[src/rtl/serial_alu.sv]
// serial_alu: bit-serial ALU emitting its WIDTH-bit result LSB-first on dout, then a done pulse and carry.
// Define SERIAL_ALU_PARITY_EN to append one even-parity bit after the result.
module serial_alu #(
  parameter int WIDTH = 8
) (
  input  logic             clk,
  input  logic             rst_n,
  input  logic             start,
  input  logic [WIDTH-1:0] a,
  input  logic [WIDTH-1:0] b,
  input  logic [2:0]       mode,
  input  logic             cin,
  output logic             dout,
  output logic             dout_valid,
  output logic             busy,
  output logic             done,
  output logic             cout
);
  localparam int CW = $clog2(WIDTH + 1);
`ifdef SERIAL_ALU_PARITY_EN
  typedef enum logic [1:0] {IDLE, SHIFT, PARITY, DONE} state_t;
  logic par;
`else
  typedef enum logic [1:0] {IDLE, SHIFT, DONE} state_t;
`endif
  state_t state_q, state_d;
  logic [WIDTH-1:0] a_q, b_q;
  logic [2:0] mode_q;
  logic [CW-1:0] cnt;
  logic start_q, carry, trig, arith, bb, res, carry_n, last;
  always_comb begin
    state_d = state_q;
    // busy still high during the done cycle blocks an early retrigger
    trig = start & ~start_q & ~busy & (state_q == IDLE);
    arith = mode_q[2:1] == 2'b00;
    bb = b_q[0] ^ (mode_q == 3'b001);
    res = arith             ? a_q[0] ^ bb ^ carry :
          mode_q == 3'b010  ? a_q[0] & b_q[0] :
          mode_q == 3'b011  ? a_q[0] | b_q[0] :
          mode_q == 3'b100  ? a_q[0] ^ b_q[0] :
          mode_q == 3'b101  ? a_q[0] :
          mode_q == 3'b110  ? b_q[0] : ~a_q[0];
    carry_n = arith & ((a_q[0] & bb) | (carry & (a_q[0] ^ bb)));
    last = cnt == CW'(WIDTH - 1);
    case (state_q)
      IDLE:   state_d = trig ? SHIFT : IDLE;
`ifdef SERIAL_ALU_PARITY_EN
      SHIFT:  state_d = last ? PARITY : SHIFT;
      PARITY: state_d = DONE;
`else
      SHIFT:  state_d = last ? DONE : SHIFT;
`endif
      DONE:   state_d = IDLE;
      default: state_d = IDLE;
    endcase
  end
  always_ff @(posedge clk or negedge rst_n) begin
    if (!rst_n) begin
      state_q    <= IDLE;
      start_q    <= 1'b0;
      a_q        <= '0;
      b_q        <= '0;
      mode_q     <= '0;
      cnt        <= '0;
      carry      <= 1'b0;
      dout       <= 1'b0;
      dout_valid <= 1'b0;
      busy       <= 1'b0;
      done       <= 1'b0;
      cout       <= 1'b0;
`ifdef SERIAL_ALU_PARITY_EN
      par        <= 1'b0;
`endif
    end else begin
      start_q <= start;
      state_q <= state_d;
      case (state_q)
        IDLE: begin
          if (trig) begin
            a_q    <= a;
            b_q    <= b;
            mode_q <= mode;
            carry  <= (mode == 3'b000) ? cin : (mode == 3'b001);
            cnt    <= '0;
            busy   <= 1'b1;
`ifdef SERIAL_ALU_PARITY_EN
            par    <= 1'b0;
`endif
          end else if (done) begin
            done <= 1'b0;
            busy <= 1'b0;
          end
        end
        SHIFT: begin
          dout       <= res;
          dout_valid <= 1'b1;
          carry      <= carry_n;
          a_q        <= a_q >> 1;
          b_q        <= b_q >> 1;
          cnt        <= cnt + 1'b1;
`ifdef SERIAL_ALU_PARITY_EN
          par        <= par ^ res;
`endif
        end
`ifdef SERIAL_ALU_PARITY_EN
        PARITY: begin
          dout       <= par;
          dout_valid <= 1'b1;
        end
`endif
        DONE: begin
          done       <= 1'b1;
          dout_valid <= 1'b0;
          cout       <= carry;
        end
        default: ;
      endcase
    end
  end
endmodule

[config.mk]
export PLATFORM = sky130hd
export DESIGN_NAME = serial_alu
export DESIGN_NICKNAME = d
export VERILOG_FILES = /design/src/rtl/serial_alu.sv
export SDC_FILE = /design/constraint.sdc
export NUM_CORES = 1
export LEC_CHECK = 0
export BUFFER_PORTS_ARGS = -buffer_cell sky130_fd_sc_hd__clkbuf_2
export CAP_MARGIN = 15
export CORE_MARGIN = 3
export CORE_UTILIZATION = 55
export CTS_BUF_LIST = sky130_fd_sc_hd__clkbuf_16
export DETAILED_ROUTE_END_ITERATION = 8
export GPL_TIMING_DRIVEN = 0
export PLACE_DENSITY = 0.75
export SYNTH_ARGS = -nofsm -noshare
export SYNTH_HDL_FRONTEND = slang
export SYNTH_SLANG_ARGS = --single-unit
[constraint.sdc]
create_clock -name clk -period 1.9 [get_ports clk]
set_input_delay 0.38 -clock clk [delete_from_list [all_inputs] [get_ports clk]]
set_output_delay 0.38 -clock clk [all_outputs]
set_load 0.01 [all_outputs]
==> results.md <==
Detailed routing:
- In this run the remaining antenna-violating nets after routing total 0.
- The first routing iteration left 81 violations.
- After detailed routing, the average wire length per cell comes to 16.4 um.
- The DRC violation count after routing is 0.
- The detailed-routing iteration count for the pre-antenna-repair pass is 4.
- The detailed-route vias per instance is 5.62.
- Summing over every cut layer, the via total after detailed routing is approximately 1200.
- The routed design has 3.39 mm of wire.

Cells and area:
- The antenna diode instance count is 0.
- The layout overhead on the synthesized area is 19.7%.
- The number of fillers in the final layout is 213.
- Leaving out filler cells and counting taps, the final layout contains between 200 and 250.
- The library cells used most frequently in the layout, excluding fill and tap cells, are sky130_fd_sc_hd__dfrtp_1, sky130_fd_sc_hd__clkbuf_2, sky130_fd_sc_hd__mux2_2.
- The area occupied by multi-input gates is 836 um^2.
- The library cell used most frequently in the layout, excluding fill and tap cells, is sky130_fd_sc_hd__dfrtp_1.
- Cells with a size suffix above 1 make up 39.8% of the layout.
- In the final layout, flip-flops and latches occupy 802 um^2.
- After the last flow step, the layout net total stands at 205.

GRT:
- The global routing usage on met2 is between 30% and 40%.
- The maximum number of pins on one net before global-route repair is 33.
- The first-pass GRT wire length is 5.55 mm.
- The number of antenna violations at the first check in global routing is 0.
- Global routing finished with a remaining overflow of 0.
- The all-layer global routing usage is 21.1%.
- The via count of the first global-routing pass is 1132.
- Global routing used 25.3% of the available met1 tracks.
- In the global route stage, met3 resource usage came out at under 10%.
- The layer flagged by global routing as most heavily used is met2.

Critical path:
- The cell with the largest stage delay on the worst path is sky130_fd_sc_hd__or4bb_1.
- The required time at the endpoint of the critical path is 2110 ps.
- The endpoint class of the critical path is a register.
- The number of buffers and inverters on the critical path is 0.
- The critical path launch point type is a register.
- The largest fanout of any net on the critical path is 6.
- The cell class contributing the biggest share of worst-path delay is simple AND/OR/NAND/NOR gates.
- Traced cell by cell, the critical path runs through nor2_4 -> nand2_2 -> xnor2_2 -> fa_1 -> or4bb_1 -> o41ai_1 -> mux2_4.
- The startpoint-to-endpoint class of the critical path is reg -> reg.
- On the worst path, the slowest cell contributes a delay of 470 ps.
- STA puts the critical path data arrival time at about 2100 ps.

Placement:
- The detailed placement HPWL is roughly 2.4 mm.
- In this run the tool buffered the top-level ports with 27 buffer cells.
- The cell count after placement is 199.
- The routability-driven placement congestion ratio is 0.802.

Power:
- The leakage power of the design is approximately 1.0 nW.
- IR analysis of the VDD net gives a maximum drop of 0.933 mV.
- The power density over the cells is 1730 mW/mm^2.

Floorplanning:
- The die area is 0.00378 mm^2.
- The number of standard-cell rows in the floorplan is 19.
- The region available for standard cell placement spans 0.00285 mm^2.
- The number of primary I/O pins is 28.
- The starting density of the core is about three fifths.
- The die is 61.5 um wide.
- The die is about 61 um tall.

Clock tree:
- Buffers inserted to repair hold after CTS numbered 0.
- The number of gates resized after CTS is 0.
- The clock passes through at most 2 buffers.
- The number of clock buffers inserted by TritonCTS is 5.
- The level count of the clock H-tree is 2.
- The CTS tree is built.
- The buffer cell driving the clock tree root is sky130_fd_sc_hd__clkbuf_16.
- After clock tree synthesis, the clock-pin slew on the worst setup and hold paths is 50 ps.
- The source-to-sink clock delay at the later pin of the worst-skew pair is approximately 270 ps.
- In this run the post-CTS setup repair buffer count came out at 0.
- The clock sink total is 32.

STA:
- For the final database, setup skew stands at roughly 4.4 ps.
- Hold timing on the final database bottoms out at a slack of 178 ps.
- Setup violations remaining at the end of the flow were counted as 0.
- Setup repair after global routing could not meet its margin everywhere.
- The number of slew-limit violations in the final report is 0.
- The relative slew slack is 48.0%.
- The post-route fraction of the period consumed by the critical path is a little over nine tenths.
- The hold violation total from the final report came to 0.
- The final critical path time including I/O delays and setup is roughly 1800 ps.
- Derived from the worst setup path, the maximum achievable clock frequency is 541 MHz.
- At the pin with the least slew margin, the transition time is 780 ps.

Logic synthesis:
- After synthesis the netlist holds a flip-flop and latch count of 32.
- The gate count of the mapped netlist is around 140.
- The number of nets handed over by synthesis was about 170.
- Summed over its instances, the top area cell type makes up a little under half of the synthesized netlist area.
- A synthesized cell averages 12.0 um^2.
- Sorting the synthesized cells by area gives the leading types as sky130_fd_sc_hd__dfrtp_1, sky130_fd_sc_hd__mux2_2, sky130_fd_sc_hd__mux2i_1.
- The synthesized netlist contains 36 unique library cells.
- The netlist area before placement is 0.00169 mm^2.
- During synthesis, Yosys emitted a total of 0 warnings.
- Sequential elements use 47.3% of the synthesized area.
- The top cell type by total area after synthesis is sky130_fd_sc_hd__dfrtp_1.

Worst hold path:
- The worst min-delay path class is in -> async.

Run:
- The tool flagged a number of max-cap violations equal to 0.

Run status:
- The flow ran to the end, and the final reports show no timing, DRC or antenna violations.
## flip-flops by register name, summed over array words and instances (netlist names)
register and cells:
a_q 8, busy 1, state_q 2, dout 1, done 1, b_q 8
cnt 4, carry 1, cout 1, mode_q 3, dout_valid 1, start_q 1
## layer usage
| layer | vias to the layer above | routed length, um | share of wire [%] |
|---|---|---|---|
| met5 | - | 0 | 0 |
| met4 | 0 | 70 | 2.1 |
| met3 | 10 | 133 | 3.9 |
| met2 | 31 | 1700 | 50 |
| met1 | 563 | 1480 | 44 |
| li1 | 560 | - | - |
## final timing paths
| kind | start | to | slack [ps] | depth (start not counted) |
|---|---|---|---|---|
| worst max-delay path | mode_q[2]$_DFFE_PN0N_ | carry$_DFFE_PN0P_ | 50 | 7 |
| worst max register to register | mode_q[2]$_DFFE_PN0N_ | carry$_DFFE_PN0P_ | 50 | 7 |
| worst min register to register | b_q[5]$_DFFE_PN0P_ | b_q[5]$_DFFE_PN0P_ | 510 | 1 |
| max in group asynchronous | rst_n | mode_q[2]$_DFFE_PN0N_ | 1180 | 1 |
| worst min-delay path | rst_n | cout$_DFFE_PN0P_ | 180 | 1 |
| min in group clk | start | start_q$_DFF_PN0_ | 280 | 1 |
## Yosys cell counts, drive strengths merged
library cell / count
xnor2: 1
ha: 6
and2: 1
a2111oi: 1
and4bb: 1
buf: 5
nand4bb: 1
dfrtp: 32
mux2i: 8
fa: 1
o41ai: 1
nor2b: 3
mux2: 26
a41oi: 1
nand2: 19
o32a: 1
nand3b: 1
a22o: 1
a211oi: 1
nor2: 5
a32o: 1
o21ai: 4
a21o: 1
clkbuf: 2
o21a: 1
and3: 1
a211o: 2
a21oi: 1
or4bb: 1
inv: 6
nand2b: 1
nor3: 1
nand3: 3
## power breakdown
group          internal, mW  leakage [nW]  switching, mW  total (mW)
logic                 0.858         0.544          0.673        1.53
registers             0.982         0.389          0.257        1.24
clock network         0.469        0.0738          0.264       0.733
total                  2.31          1.01           1.19        3.50
## kinds of logic after synthesis
logic type | count (synthesis) | share of synthesized area (%)
buf+inv | 13 | 4.29
flops | 32 | 47.3
xor+xnor | 1 | 0.518
compound gates | 16 | 7.10
fa+ha+maj | 7 | 5.62
mux | 34 | 22.9
simple gates | 38 | 12.2
## metrics by stage
| step | total power [mW] | setup slack [ps] | TNS (ps) | utilization [%] | cell area, um^2 |
|---|---|---|---|---|---|
| 2_1_floorplan | 2.37 | 199 | 0 | - | 1690 |
| 3_3_place_gp | 2.61 | 110 | 0 | 65.4 | 1870 |
| 3_5_place_dp | 2.73 | 51.1 | 0 | 65.4 | 1870 |
| 4_1_cts | 3.48 | 0.366 | 0 | 70.2 | 2000 |
| 5_1_grt | 3.76 | -21.7 | -21.7 | 71.0 | 2020 |
| 6_report | 3.50 | 52.3 | 0 | 71.0 | 2020 |
## layout make-up
cell class	instances	share of cell area (%)
clock buffer	5	6.18
buffer	7	2.66
multi-input combinational	96	41.3
sequential	32	39.6
clock inverter	3	0.556
tap	31	1.92
inverter	6	1.11
timing repair buffer	27	6.67
No activity file was read; power rests on OpenSTA's default activity.
